===== config.mk =====
export PLATFORM = sky130hd
export DESIGN_NAME = pow_sq_pipeline
export DESIGN_NICKNAME = d
export VERILOG_FILES = /design/src/rtl/pow_sq_pkg.sv /design/src/rtl/pow_sq_stage.sv /design/src/rtl/pow_sq_pipeline.sv
export SDC_FILE = /design/constraint.sdc
export NUM_CORES = 1
export LEC_CHECK = 0
export BUFFER_PORTS_ARGS = -buffer_cell sky130_fd_sc_hd__buf_4
export CORE_UTILIZATION = 55
export CTS_CLUSTER_SIZE = 28
export DETAILED_ROUTE_END_ITERATION = 12
export GPL_TIMING_DRIVEN = 0
export PLACE_DENSITY = 0.7
export SLEW_MARGIN = 20
export SYNTH_ARGS = -nofsm -noshare
export SYNTH_HDL_FRONTEND = slang
export SYNTH_SLANG_ARGS = --single-unit

===== constraint.sdc =====
create_clock -name clk -period 12.05 [get_ports clk]
set_input_delay 2.41 -clock clk [delete_from_list [all_inputs] [get_ports clk]]
set_output_delay 2.41 -clock clk [all_outputs]
set_load 0.01 [all_outputs]

===== src/rtl/pow_sq_pkg.sv =====
// pow_sq_pkg: shared sizing helpers and parameter defaults for the repeated-squaring pipeline.
//   out_w(in_w, stages) : result width, in_w << stages
//   mode_w(stages)      : width of the per-sample mode field, $clog2(stages+1)
package pow_sq_pkg;

    localparam int IN_W_DEF   = 4;
    localparam int STAGES_DEF = 3;

    function automatic int out_w(input int in_w, input int stages);
        return in_w << stages;
    endfunction

    function automatic int mode_w(input int stages);
        return $clog2(stages + 1);
    endfunction

endpackage


===== src/rtl/pow_sq_stage.sv =====
// pow_sq_stage: one pipeline register stage that squares its operand or passes it through.
//   clk, rst_n        : clock, asynchronous active-low reset
//   adv               : shared advance enable; 0 freezes the stage
//   v_in/mode_in/d_in : sample from the previous stage (or the input port)
//   v_out/mode_out    : registered valid and the mode travelling with the sample
//   d_out             : registered data, twice the input width so the square is exact
module pow_sq_stage #(
    parameter int STAGE_IDX = 0,
    parameter int DIN_W     = 4,
    parameter int MODE_W    = 2
) (
    input  logic                 clk,
    input  logic                 rst_n,
    input  logic                 adv,
    input  logic                 v_in,
    input  logic [MODE_W-1:0]    mode_in,
    input  logic [DIN_W-1:0]     d_in,
    output logic                 v_out,
    output logic [MODE_W-1:0]    mode_out,
    output logic [2*DIN_W-1:0]   d_out
);

    logic [2*DIN_W-1:0] d_ext;

    assign d_ext = (2*DIN_W)'(d_in);

    // Empty slots carry zero data so the final output reads 0 whenever it is not valid.
    always_ff @(posedge clk or negedge rst_n) begin
        if (!rst_n) begin
            v_out    <= 1'b0;
            mode_out <= '0;
            d_out    <= '0;
        end else if (adv) begin
            v_out    <= v_in;
            mode_out <= v_in ? mode_in : '0;
            d_out    <= !v_in ? '0 : (mode_in > MODE_W'(STAGE_IDX)) ? d_ext * d_ext : d_ext;
        end
    end

endmodule


===== src/rtl/pow_sq_pipeline.sv =====
// pow_sq_pipeline: fully pipelined in^(2^mode) unit, one sample per cycle, valid/ready handshake.
//   clk, rst_n          : clock, asynchronous active-low reset
//   in_valid, in_ready  : input handshake (in_ready is the global advance)
//   in, mode            : unsigned operand and number of squarings (clamped to STAGES)
//   out_valid, out_ready: output handshake
//   out                 : zero-extended result, 0 when out_valid is low
//   out_cnt             : accepted-sample count, present only when POW_SQ_CNT_EN is defined
module pow_sq_pipeline
    import pow_sq_pkg::*;
#(
    parameter int IN_W   = IN_W_DEF,
    parameter int STAGES = STAGES_DEF,
    localparam int OUT_W  = out_w(IN_W, STAGES),
    localparam int MODE_W = mode_w(STAGES)
) (
    input  logic              clk,
    input  logic              rst_n,
    input  logic              in_valid,
    output logic              in_ready,
    input  logic [IN_W-1:0]   in,
    input  logic [MODE_W-1:0] mode,
    output logic              out_valid,
    input  logic              out_ready,
    output logic [OUT_W-1:0]  out
`ifdef POW_SQ_CNT_EN
    ,
    output logic [15:0]       out_cnt
`endif
);

    logic              adv;
    logic [MODE_W-1:0] mode_c;
    logic              unused_mode;

    // The whole pipe moves as one; a stalled output freezes every stage.
    assign adv      = !out_valid || out_ready;
    assign in_ready = adv;
    assign mode_c   = (mode > MODE_W'(STAGES)) ? MODE_W'(STAGES) : mode;

    for (genvar k = 0; k < STAGES; k++) begin : stg
        logic [(IN_W<<k)-1:0]     din;
        logic                     vin;
        logic [MODE_W-1:0]        min;
        logic [(IN_W<<(k+1))-1:0] q;
        logic                     qv;
        logic [MODE_W-1:0]        qm;
        if (k == 0) begin : head
            assign din = in;
            assign vin = in_valid;
            assign min = mode_c;
        end else begin : body
            assign din = stg[k-1].q;
            assign vin = stg[k-1].qv;
            assign min = stg[k-1].qm;
        end
        pow_sq_stage #(
            .STAGE_IDX(k),
            .DIN_W    (IN_W << k),
            .MODE_W   (MODE_W)
        ) u_stage (
            .clk     (clk),
            .rst_n   (rst_n),
            .adv     (adv),
            .v_in    (vin),
            .mode_in (min),
            .d_in    (din),
            .v_out   (qv),
            .mode_out(qm),
            .d_out   (q)
        );
    end

    assign out_valid   = stg[STAGES-1].qv;
    assign out         = stg[STAGES-1].q;
    assign unused_mode = ^stg[STAGES-1].qm;

`ifdef POW_SQ_CNT_EN
    always_ff @(posedge clk or negedge rst_n) begin
        if (!rst_n) out_cnt <= '0;
        else if (in_valid && in_ready) out_cnt <= out_cnt + 16'd1;
    end
`endif

endmodule

# Yosys cells after proc, flatten, opt, wreduce, memory -nomap -nowiden
# Index checks and enable logic that the tools add are counted.
dict set report classes {
  mul 3
  order_cmp 4
  n_mux 9
  reduce_logical 2
}
# op count
set op_table {}
lappend op_table {{32-bit 2-to-1 mux} 2}
lappend op_table {{16-bit by 16-bit multiplier with 32-bit output} 1}
lappend op_table {{16-bit 2-to-1 mux} 2}
lappend op_table {{8-bit by 8-bit multiplier with 16-bit output} 1}
lappend op_table {{8-bit 2-to-1 mux} 2}
lappend op_table {{4-bit by 4-bit multiplier with 8-bit output} 1}
lappend op_table {{2-bit 2-to-1 mux} 3}
lappend op_table {{2-bit by 1-bit > comparator with 1-bit output (second input constant)} 2}
lappend op_table {{2-bit > comparator (second input constant)} 2}
lappend op_table {{1-bit zero test} 1}
lappend op_table {{1-bit logical OR} 1}
dict set report totals {
  ff_bits 63
  in_bits 10
  out_inout_bits 34
  wordCells 26
}

# Longest topological paths before layout
# Gate-level depths: netlist (run 1).
dict set report logic_depth {
  ltp_word 5
  ltp_mapped 25
  mapped_depth_nobuf 23
}

# Modules after synthesis
# A second synthesis (run 1) with hierarchy kept.
dict set report hier_totals {
  hier_cells 1353
  area_unflattened_um2 12049.1
}
# module instances cells_per_inst area_each_um2 seq_area_each_um2
set by_module_without_submodules {}
lappend by_module_without_submodules {{pow_sq_stage (stg[2].u_stage)} 1 1014 8962.3 875.8}
lappend by_module_without_submodules {{pow_sq_stage (stg[1].u_stage)} 1 266 2439.8 475.5}
lappend by_module_without_submodules {{pow_sq_stage (stg[0].u_stage)} 1 72 640.6 275.3}
lappend by_module_without_submodules {pow_sq_pipeline 1 1 6.3 0.0}

# Worst setup path after synthesis (run 1)
# Ideal clock, no wire load.
dict set report synth_timing {
  path_kind {flip-flop to flip-flop}
  from {reg stg[1].u_stage.d_out[6]}
  to {reg stg[2].u_stage.d_out[25]}
  setup_time_ps 121
  t_arrival_ps 5840
  required_time_ps 11929
  path_slack_ps 6089
  stages_incl_launch_ff 24
  n_path_buf 2
  synth_period_minus_slack_ps 5961
  cell_sequence {dfrtp_1 > clkbuf_1 > clkbuf_1 > nand2_1 > fa_1 > inv_1 > fa_1 > inv_1 > fa_1 > inv_1 > fa_1 > fa_1 > inv_1 > fa_1 > inv_1 > ha_1 > a21oi_2 > nor2b_1 > or3_1 > a221oi_2 > o31ai_2 > a311oi_2 > xnor2_1 > a22o_1}
}
dict set report synth_via {
  elab_chain_len 3
}
# item line
set synth_lines {}
lappend synth_lines {{start, declared} pow_sq_stage.sv:20} ;# output logic [2*DIN_W-1:0] d_out
lappend synth_lines {{start signal, assigned} pow_sq_stage.sv:36} ;# d_out <= !v_in ? '0 : (mode_in > MODE_W'(STAGE_IDX)) ? d_ext * d_ext : d_ext;
lappend synth_lines {{16-bit by 16-bit multiplier with 32-bit output} pow_sq_stage.sv:36}
lappend synth_lines {{32-bit 2-to-1 mux (2 in series)} pow_sq_stage.sv:36}
lappend synth_lines {{end signal, assigned} pow_sq_stage.sv:36}
lappend synth_lines {{end, declared} pow_sq_stage.sv:20}
# No other way between the ends.
# A chain may end at the register's enable or synchronous reset.

# Worst setup path after layout (run 1)
dict set report layout_timing {
  from {reg stg[1].u_stage.d_out[6]}
  to {reg stg[2].u_stage.d_out[27]}
}
# The elaborated chain is that of the path after synthesis.

==> qor.yml, run 1 <==
crit_fanout: 10
ys_warn_count: 0
arrival_ns: 7.42
grt_pass1_wl_mm: 48.3
worst_pin_slew_ns: 0.858
max-vdd-ir-drop_v: 0.0000578
clockRootBuffer: "clkbuf_16"
switching_power_w: 0.000316
cts_hold_buf: 0
placedCellCount: 1641
ctsLongestPathBuffers: 2
cts_tree: "built"
ys.flop_type: "dfrtp_1"
dp_hpwl_mm: 24.3
min_from: "stg[0].u_stage.mode_out[0]"
port_buffers: 43
die-area_sq_um: 22000
drc: 0
status: "complete, no violations"
p_int_w: 0.000531
place_congestion: 0.944
final_cell_mix: "inv_1 (297), fa_1 (188), nand2_1 (146)"
postSynth.asyncResetShare: 1.00
synthXorXnorAreaFrac: 0.0402
grtUsageTotal: 0.288
row_count: 53
ys_types: 59
layout.nets: 1711
reg2reg_depth: 22
r2r_start: "stg[1].u_stage.d_out[6]"
clock_sinks: 63
hold_path_class: "flip-flop to flip-flop"
cts-buffers-inserted: 9
grt.overflow.total: 0
io_pins: 44
clk_pin_slew_ns: 0.06
r2r_end: "stg[2].u_stage.d_out[27]"
finalSetupTns_ns: 0
worst_slack_ns: 4.87
die_w_um: 148
cts_setup_buffers: 0
clkLatencyLatePin_ns: 0.35
worstPathRequired_ns: 12.28
r2r_slack_ns: 4.87
critical_path_class: "flip-flop to flip-flop"
wirelength_mm: 30.0
diodes: 0
syn_to_final_growth_pct: 8.61
synth_top_family_by_area: "adder cells"
crit_family: "adder cells"
drv_slew: 0
clock-skew-final_ns: 0.00664
synth-seq-cells: 63
cap_violations: 0
slowest_delay_ns: 0.61
grt_pass1_vias: 9346
synth_simple_gate_area_frac: 0.128
synth_nets: 1657
synth.area.mux_share: 0.00786
post-route-util: 0.608
path_buf_inv: 6
layout_commonest_cell: "inv_1"
instances_no_fill: 1656
antenna_found_initial: 0
antenna_left: 0
synth_fa_ha_area_frac: 0.464
cpMostUsedCell: "fa_1"
holdPathEnd: "stg[0].u_stage.mode_out[0]"
max_freq_mhz: 139
cts_max_level: 3
post_cts_resized: 0
initial_utilization: 0.560
syn_avg_cell_area_sq_um: 8.90
final.period_utilization: 0.596
fin_area_sq_um: 12800
worst_path_max_delay_cell: "clkbuf_1"
nFillCells: 1893
grt_max_degree: 64
syn_inst: 1323
drive_gt1_frac: 0.0594
pwr-share-seq: 0.296
core_area_sq_um: 21000
period_minus_slack_ns: 7.18
rsz0062_at_grt: "false"
synth-compound-area-share: 0.114
combPwrFrac: 0.336
die_h_um: 148
dr_total_vias: 9201
end_kind: "flip-flop"
relSlewSlack: 0.428
synth_edf_count: 0
finalHoldViolCount: 0
clkPwrFrac: 0.368
vias_per_cell: 5.56
whs_path_depth: 2
dr.first_iter.drc_count: 580
synth_area_sq_um: 11800
wl_per_cell_um: 18.1
yosysSeqAreaShare: 0.134
pre_cts_ws_ns: 4.86
critPathLaunchType: "flip-flop"
placedInstanceArea_sq_um: 12400
netSwitchingFraction: 0.373
drtPass1Iterations: 5
powerDensity_nw_per_um2: 66.2
leakagePower_nw: 7.17
setup_viol: 0
crit_chain: "clkbuf_1 > clkbuf_1 > nand2_1 > fa_1 > inv_1 > fa_1 > fa_1 > fa_1 > fa_1 > inv_1 > fa_1 > inv_1 > ha_1 > clkbuf_1 > nand2_1 > o21ai_0 > a21oi_1 > or2_2 > o311ai_2 > a21boi_0 > xnor2_1 > a22o_1"
## synthesized netlist by cell type (3+ instances only)
master / number / area share
nor3_1: 6 / 0.0026
dfrtp_1: 63 / 0.13
or2_2: 4 / 0.0021
fa_1: 188 / 0.32
clkbuf_1: 47 / 0.015
a21oi_1: 51 / 0.022
nand2_1: 146 / 0.047
a211oi_1: 3 / 0.0019
nor3b_1: 3 / 0.0019
o21ai_0: 54 / 0.023
o21bai_1: 7 / 0.0045
o211ai_1: 3 / 0.0019
nor2_1: 51 / 0.016
buf_2: 4 / 0.0017
ha_1: 136 / 0.14
a21o_1: 15 / 0.0096
nand4_1: 5 / 0.0027
xnor2_1: 40 / 0.030
and2_1: 57 / 0.030
a31oi_1: 6 / 0.0032
o22ai_1: 9 / 0.0048
inv_1: 297 / 0.095
nand2b_1: 9 / 0.0048
and3_1: 10 / 0.0053
a22o_1: 16 / 0.012
xor2_1: 14 / 0.010
a21boi_0: 4 / 0.0026
nand3_1: 16 / 0.0068
mux2i_1: 7 / 0.0060
a41oi_1: 3 / 0.0022
nor2b_1: 11 / 0.0058
## power groups by stage
stage | logic (W) | registers, W | clock network, W
floorplan | 0.000185 | 0.000246 | 0
global placement | 0.000278 | 0.000253 | 0
detailed placement | 0.000283 | 0.000254 | 0
CTS | 0.000286 | 0.000250 | 0.000312
global route | 0.000316 | 0.000253 | 0.000318
finish | 0.000285 | 0.000251 | 0.000311
## worst reg2reg max path, stage by stage (launching register included)
cell	delay, ns
dfrtp_1	0.40
clkbuf_1	0.46
clkbuf_1	0.62
nand2_1	0.25
fa_1	0.60
inv_1	0.05
fa_1	0.52
fa_1	0.45
fa_1	0.50
fa_1	0.49
inv_1	0.05
fa_1	0.48
inv_1	0.04
ha_1	0.28
clkbuf_1	0.31
nand2_1	0.11
o21ai_0	0.30
a21oi_1	0.11
or2_2	0.31
o311ai_2	0.14
a21boi_0	0.22
xnor2_1	0.18
a22o_1	0.20
## worst max-delay path by stage
stage	from	end	depth (start not counted)
finish	stg[1].u_stage.d_out[6]	stg[2].u_stage.d_out[27]	22
floorplan	stg[1].u_stage.d_out[6]	stg[2].u_stage.d_out[25]	23
global placement	stg[1].u_stage.d_out[6]	stg[2].u_stage.d_out[27]	22
CTS	stg[1].u_stage.d_out[6]	stg[2].u_stage.d_out[27]	22
global route	stg[1].u_stage.d_out[4]	stg[2].u_stage.d_out[27]	23
detailed placement	stg[1].u_stage.d_out[6]	stg[2].u_stage.d_out[27]	22
## cells by family after synthesis
| group | after synthesis |
|---|---|
| AO/OA/AOI/OAI | 200 |
| XOR/XNOR | 54 |
| adder cells (fa/ha/maj) | 324 |
| buffers and inverters | 351 |
| flip-flops | 63 |
| multiplexers | 9 |
| AND/OR/NAND/NOR | 322 |
## layout make-up
class	instances	area (sq um)	area share
flip-flops and latches	63	1580	0.123
plain buffers	53	204	0.0159
inverters	298	1120	0.0875
clock inverters	3	90.1	0.00704
well taps	275	344	0.0269
multi-input cells	909	8880	0.694
clock buffers	12	256	0.0201
repair buffers	43	323	0.0252
## sequential cells by signal, indices dropped and copies added (netlist names)
name and count:
stg.u_stage.d_out 56, stg.u_stage.mode_out 4, stg.u_stage.v_out 3
## routing by layer
metal | wire length [um] | global-route usage | part of all wire
met4 | 1010 | 0.113 | 0.034
met2 | 14500 | 0.477 | 0.48
met1 | 12400 | 0.380 | 0.41
met3 | 2070 | 0.0463 | 0.069
met5 | 0 | 0 | 0
## through the flow
stage,total power (W),hold slack [ns]
after floorplan,0.000430,0.439
after global placement,0.000531,0.450
after detailed placement,0.000536,0.462
after CTS,0.000847,0.473
after global routing,0.000887,0.501
final,0.000847,0.471
Note: power is estimated with default switching activity, not from simulation.
==> run 2, diff against run 1 <==
--- a/config.mk
+++ b/config.mk
@@ -5,12 +5,13 @@
 export SDC_FILE = /design/constraint.sdc
 export NUM_CORES = 1
 export LEC_CHECK = 0
+export ABC_AREA = 1
 export BUFFER_PORTS_ARGS = -buffer_cell sky130_fd_sc_hd__buf_4
 export CORE_UTILIZATION = 55
 export CTS_CLUSTER_SIZE = 28
 export DETAILED_ROUTE_END_ITERATION = 12
 export GPL_TIMING_DRIVEN = 0
-export PLACE_DENSITY = 0.7
+export PLACE_DENSITY = 0.73
 export SLEW_MARGIN = 20
 export SYNTH_ARGS = -nofsm -noshare
 export SYNTH_HDL_FRONTEND = slang
==> constraint.sdc (replaced) <==
create_clock -name clk -period 6.15 [get_ports clk]
set_input_delay 1.23 -clock clk [delete_from_list [all_inputs] [get_ports clk]]
set_output_delay 1.23 -clock clk [all_outputs]
set_load 0.01 [all_outputs]
==> run 2 against run 1 <==
  * Combinational power rose to 2.7 times the previous value
  * Register-to-register slack got worse by 4.6 ns
  * Highest routed layer unchanged
  * Hold slack improved by 0.010 ns
  * Maximum frequency rose by 23%
  * Sequential power rose by 100%
  * Global-route usage rose by 0.75 points
  * First-iteration DRC count rose by 51%
==> qor.yml, run 2 <==
whs_path_depth: 2  # unchanged
crit_chain: "clkbuf_2 > nand2_1 > fa_1 > fa_1 > inv_1 > fa_1 > fa_1 > fa_1 > inv_1 > fa_1 > inv_1 > ha_2 > nand2_1 > inv_2 > nand2_1 > nor2_2 > and2_1 > nand2_1 > nand2_1 > nand2_1 > nand3_1 > nand2_1"
grtUsageTotal: 0.296  # +0.00748
synth-seq-cells: 63  # unchanged
syn_inst: 1710  # +29%
clock_sinks: 63  # unchanged
io_pins: 44  # unchanged
cts_setup_buffers: 0  # unchanged
ys_warn_count: 0  # unchanged
max-vdd-ir-drop_v: 0.000239  # +310%
cpMostUsedCell: "nand2_1"
cts_max_level: 3  # unchanged
reg2reg_depth: 22  # unchanged
period_minus_slack_ns: 5.84  # -1.34 ns
final_cell_mix: "nand2_1 (477), inv_1 (472), fa_1 (188)"
rsz0062_at_grt: "false"
die_w_um: 153  # +3.5%
nFillCells: 2114  # +12%
row_count: 55  # +3.8%
clock-skew-final_ns: 0.00897  # +0.00233 ns
clockRootBuffer: "clkbuf_16"
clk_pin_slew_ns: 0.06  # about the same
r2r_slack_ns: 0.31  # -4.56 ns
wirelength_mm: 32.1  # +7.0%
worst_pin_slew_ns: 0.836  # -0.0221 ns
synth_top_area_share: 0.298  # -0.0214
ys_types: 37  # -37%
crit_family: "adder cells"
clkLatencyLatePin_ns: 0.34  # about the same
final.period_utilization: 0.949  # +0.353
drive_gt1_frac: 0.0774  # +0.0180
dr.first_iter.drc_count: 877  # +51%
synth_edf_count: 0  # unchanged
place_congestion: 0.952  # +0.86%
setup_viol: 0  # unchanged
crit_cells: 22  # unchanged
yosysSeqAreaShare: 0.125  # -0.00895
critical_path_class: "flip-flop to flip-flop"
max_freq_mhz: 171  # +23%
postSynth.asyncResetShare: 1.00  # unchanged
largest-register: "stg.u_stage.d_out"
reg.largest.list: "stg.u_stage.d_out (56), stg.u_stage.mode_out (4), stg.u_stage.v_out (3)"
layout.nets: 2086  # +22%
die_h_um: 153  # +3.5%
worst_slack_ns: 0.311  # -4.56 ns
status: "complete, no violations"
crit_fanout: 10  # unchanged
cap_violations: 0  # unchanged
leakagePower_nw: 8.73  # +22%
synth_nets: 2044  # +23%
grt_max_degree: 64  # unchanged
pre_cts_ws_ns: -0.245  # -5.10 ns
grt.overflow.total: 0  # unchanged
vias_per_cell: 5.24  # -5.8%
yosysTopAreaCell: "fa_1"
path_buf_inv: 5  # -1
initial_utilization: 0.559  # -0.00111
layout_commonest_cell: "nand2_1"
diodes: 0  # unchanged
arrival_ns: 6.07  # -1.35 ns
ys.flop_type: "dfrtp_1"
grt_pass1_vias: 11100  # +19%
ys_top_cells_by_count: "nand2_1 (477), inv_1 (472), fa_1 (188)"
wl_per_cell_um: 15.7  # -13%
ctsLongestPathBuffers: 2  # unchanged
dr_total_vias: 10700  # +16%
antenna_left: 0  # unchanged
cts-buffers-inserted: 9  # unchanged
synth_area_sq_um: 12600  # +7.2%
finalHoldViolCount: 0  # unchanged
worst_path_max_delay_cell: "fa_1"
syn_to_final_growth_pct: 8.16
cts_tree: "built"
relSlewSlack: 0.443  # +0.0147
drc: 0  # unchanged
end_kind: "flip-flop"
worstPathRequired_ns: 6.38  # -5.90 ns
drtPass1Iterations: 6  # +1
largest_register_ffs: 56  # unchanged
hold_path_class: "flip-flop to flip-flop"
grt_pass1_wl_mm: 54.7  # +13%
post-route-util: 0.605  # -0.00370
core_area_sq_um: 22600  # +7.4%
critPathLaunchType: "flip-flop"
die-area_sq_um: 23600  # +7.1%
yosysMostFrequentCell: "nand2_1"
drv_slew: 0  # unchanged
yosys-top-cells-area: "fa_1 (30%), nand2_1 (14%), inv_1 (14%), ha_1 (13%), dfrtp_1 (12%)"
antenna_found_initial: 0  # unchanged
port_buffers: 43  # unchanged
dp_hpwl_mm: 27.2  # +12%
powerDensity_nw_per_um2: 139  # +110%
syn_avg_cell_area_sq_um: 7.38  # -17%
slowest_delay_ns: 0.55  # -0.06 ns
## run 2: cell types whose count changed in the layout (fill, tap and decap cells not counted), moves of 10 or more
cell and delta:
clkbuf_1 -35, a22o_1 -16, and3_1 -10, a21o_1 -13, xnor2_1 -32, and2_1 -52
nand2_1 +331, inv_1 +175, nor2_2 +10, nor2b_1 -11, nand3_1 +34
## run 2: tightest hold or removal path: stages, from the launching register on
cell and delay, ns:
dfrtp_1 0.34, nand2_1 0.05, nand2_1 0.05
## run 2: cells by family (layout without fill, tap and decap cells)
logic type,Yosys count,in the layout,share of synthesized area
AOI/OAI and AO/OA,128,128,0.0565
and+or+nand+nor,643,643,0.211
DFF,63,63,0.125
xor gates and xnor gates,23,23,0.0160
adders and majority gates,324,324,0.433
buffers and inverters,529,576,0.158
## run 2: per-layer routing
metal / track usage / routed length (um)
met3: 0.0468 / 2270
met4: 0.0790 / 675
met5: 0 / 0
met2: 0.479 / 14700
met1: 0.414 / 14400
## run 2: report_power, final
group | switching (W) | internal (W) | total [W]
Sequential | 0.0000583 | 0.000456 | 0.000514
Clock | 0.000214 | 0.000410 | 0.000624
Combinational | 0.000509 | 0.000247 | 0.000757
Total | 0.000782 | 0.00111 | 0.00189
## run 2: final timing paths
path | from | endpoint
worst max-delay path | stg[1].u_stage.d_out[12] | stg[2].u_stage.d_out[29]
worst min-delay path | stg[2].u_stage.d_out[25] | stg[2].u_stage.d_out[25]
worst max register to register | stg[1].u_stage.d_out[12] | stg[2].u_stage.d_out[29]
worst min register to register | stg[2].u_stage.d_out[25] | stg[2].u_stage.d_out[25]
max in group asynchronous | rst_n | stg[1].u_stage.d_out[3]
min in group asynchronous | rst_n | stg[2].u_stage.d_out[31]
## run 2: per-stage QoR
step | hold WS (ns) | cell area (sq um) | power (W) | instances | setup TNS [ns]
4_1_cts | 0.485 | 13700 | 0.00189 | 2052 | 0
2_1_floorplan | 0.449 | 12600 | 0.00100 | 1710 | 0
3_5_place_dp | 0.466 | 13300 | 0.00126 | 2038 | -2.34
6_report | 0.481 | 13600 | 0.00189 | 2042 | 0
3_3_place_gp | 0.466 | 13300 | 0.00125 | 2038 | -1.19
5_1_grt | 0.494 | 13600 | 0.00201 | 2042 | 0
## run 2: repair_timing
action | 4_1_cts | 5_1_grt
hold buffers | 0 | 0
gates resized for setup | 9 | 29
endpoints found under the hold margin | 0 | 0
setup endpoints to repair | 16 | 20
## run 2: final cells by class
type,count,area (sq um),share of cell area
Inverter,481,1810,0.132
Timing Repair Buffer,43,323,0.0237
Sequential cell,63,1590,0.116
Buffer,36,176,0.0129
Tap cell,285,357,0.0261
Multi-Input combinational cell,1118,9050,0.663
Clock inverter,6,116,0.00853
Clock buffer,10,239,0.0175
==> run 3, diff against run 2 <==
--- a/config.mk
+++ b/config.mk
@@ -11,7 +11,7 @@
 export CTS_CLUSTER_SIZE = 28
 export DETAILED_ROUTE_END_ITERATION = 12
 export GPL_TIMING_DRIVEN = 0
-export PLACE_DENSITY = 0.73
+export PLACE_DENSITY = 0.7
 export SLEW_MARGIN = 20
 export SYNTH_ARGS = -nofsm -noshare
 export SYNTH_HDL_FRONTEND = slang
==> constraint.sdc (replaced) <==
create_clock -name clk -period 7.15 [get_ports clk]
set_input_delay 1.43 -clock clk [delete_from_list [all_inputs] [get_ports clk]]
set_output_delay 1.43 -clock clk [all_outputs]
set_load 0.01 [all_outputs]
==> run 3 against run 2 <==
  * The run now ends with DRC left
  * Worst setup slack better by 0.32 ns
  * Maximum frequency down 10%
  * Clock-buffer cell count unchanged
  * Register-to-register slack better by 0.32 ns
  * Clock power down 15%
  * Via count down 0.19%
  * Final cell count up 0.59%
  * Global-route usage up 0.30 points
  * Wire length up 1.6%
  * Sequential share of layout area down 0.068 points
  * Non-clock buffer count up 12
  * Critical endpoint is now stg[2].u_stage.d_out[23]
==> qor.yml, run 3 (synthesis gave the netlist of run 2 again) <==
status: "finished, violations left"
violations: "DRC"
clock_sinks: 63  # unchanged
hold_path_class: "flip-flop to flip-flop"
cts_tree: "built"
clockRootBuffer: "clkbuf_16"
final_cell_mix: "nand2_1 (477), inv_1 (472), fa_1 (188)"
end_kind: "flip-flop"
min_from: "stg[2].u_stage.d_out[31]"
grt_pass1_vias: 10800  # -2.9%
syn_to_final_growth_pct: 8.20  # about the same
dr_total_vias: 10700  # -0.19%
post_cts_resized: 0  # -9
grt_max_degree: 64  # unchanged
pre_cts_ws_ns: 0.700  # +0.945 ns
cts-buffers-inserted: 9  # unchanged
vias_per_cell: 5.20  # -0.77%
dr.first_iter.drc_count: 826  # -5.8%
die_h_um: 153  # unchanged
period_minus_slack_ns: 6.52  # +0.676 ns
grtUsageTotal: 0.299  # +0.00299
core_area_sq_um: 22600  # unchanged
dp_hpwl_mm: 27.8  # +2.3%
row_count: 55  # unchanged
largest_register_ffs: 56  # unchanged
finalSetupTns_ns: 0  # unchanged
die_w_um: 153  # unchanged
io_pins: 44  # unchanged
diodes: 0  # unchanged
drtPass1Iterations: 10  # +4
place_congestion: 0.956  # +0.47%
rsz0062_at_grt: "false"
die-area_sq_um: 23600  # unchanged
finalHoldViolCount: 0  # unchanged
critical_path_class: "flip-flop to flip-flop"
wirelength_mm: 32.6  # +1.6%
cts_hold_buf: 0  # unchanged
whs_ns: 0.485  # +0.00445 ns
drv_slew: 0  # unchanged
worst_pin_slew_ns: 0.825  # -0.0112 ns
relSlewSlack: 0.450  # +0.00748
cts_setup_buffers: 0  # unchanged
max-vdd-ir-drop_v: 0.000185  # -23%
finalPower_w: 0.00163  # -14%
port_buffers: 43  # unchanged
layout.nets: 2098  # +0.58%
leakagePower_nw: 8.70  # -0.29%
grt.overflow.total: 0  # unchanged
drc: 2  # +2
largest-register: "stg.u_stage.d_out"
worst_slack_ns: 0.634  # +0.324 ns
wl_per_cell_um: 15.9  # +1.0%
clock-skew-final_ns: 0.0109  # +0.00191 ns
grt_pass1_wl_mm: 54.7  # about the same
clkLatencyLatePin_ns: 0.34  # about the same
clk_pin_slew_ns: 0.06  # about the same
final.period_utilization: 0.911  # -0.0382
setup_viol: 0  # unchanged
worstPathRequired_ns: 7.38  # +1.00 ns
drive_gt1_frac: 0.0639  # -0.0135
arrival_ns: 6.74  # +0.67 ns
reg.largest.list: "stg.u_stage.d_out (56), stg.u_stage.mode_out (4), stg.u_stage.v_out (3)"
initial_utilization: 0.559  # unchanged
crit_fanout: 10  # unchanged
critPathLaunchType: "flip-flop"
ctsLongestPathBuffers: 2  # unchanged
antenna_found_initial: 0  # unchanged
layout_commonest_cell: "nand2_1"
r2r_start: "stg[1].u_stage.d_out[8]"
cap_violations: 0  # unchanged
powerDensity_nw_per_um2: 119  # -14%
max_freq_mhz: 153  # -10%
cts_max_level: 3  # unchanged
antenna_left: 0  # unchanged
critPathLaunch: "stg[1].u_stage.d_out[8]"
==> run 3: cell count changes in the layout (fill, tap and decap cells not counted) <==
cell      delta
clkbuf_4     -4
buf_2        -2
ha_2         -1
dfrtp_1      +7
buf_1        +1
clkbuf_2     -9
clkbuf_1    +26
ha_1         +1
dfrtp_2      -7
==> run 3: worst paths after layout <==
kind	endpoint	slack, ns	cells past startpoint
setup / recovery	stg[2].u_stage.d_out[23]	0.63	23
hold / removal	stg[2].u_stage.d_out[31]	0.49	2
setup reg to reg	stg[2].u_stage.d_out[23]	0.63	23
hold reg to reg	stg[2].u_stage.d_out[31]	0.49	2
max in group asynchronous	stg[1].u_stage.d_out[8]	5.41	1
min in group asynchronous	stg[2].u_stage.d_out[31]	1.14	1
==> run 3: power breakdown <==
group,switching (W),internal [W]
Clock,0.000180,0.000353
Sequential,0.0000306,0.000391
Combinational,0.000459,0.000212
==> run 3: layout make-up <==
type / instances / area, sq um
multi-input cells: 1118 / 9040
fillers: 2110 / 8920
inverters: 481 / 1810
flip-flops and latches: 63 / 1580
well taps: 285 / 357
repair buffers: 43 / 323
clock buffers: 10 / 239
plain buffers: 48 / 193
clock inverters: 6 / 116
==> run 3: worst max-delay path, cell delays in order (launching register included) <==
cell      delay (ns)
dfrtp_1         0.37
clkbuf_1        0.49
clkbuf_1        0.52
nand2_1         0.19
fa_1            0.55
inv_1           0.05
fa_1            0.50
inv_1           0.06
fa_1            0.53
inv_1           0.05
fa_1            0.48
fa_1            0.51
inv_1           0.05
fa_1            0.52
inv_1           0.08
ha_1            0.38
nand2_1         0.15
inv_2           0.05
a21oi_1         0.26
nand2_1         0.10
nand2_1         0.06
nand3_1         0.18
nor2_1          0.19
o21ai_2         0.07
==> run 3: per-stage QoR <==
step,utilization,cell area (sq um),cells
finish,0.605,13700,2054
global route,0.605,13700,2054
CTS,0.605,13700,2054
detailed placement,0.589,13300,2038
global placement,0.589,13300,2038
floorplan,-,12600,1710
==> run 3: per-layer routing <==
metal  GRT usage  vias up  wire [um]  share of wire
met2       0.490      352      14900           0.46
met3      0.0295       44       2320          0.071
met5           0        -          0              0
li1            -     5119          -              -
met1       0.430     5156      14900           0.46
met4      0.0657        0        509          0.016
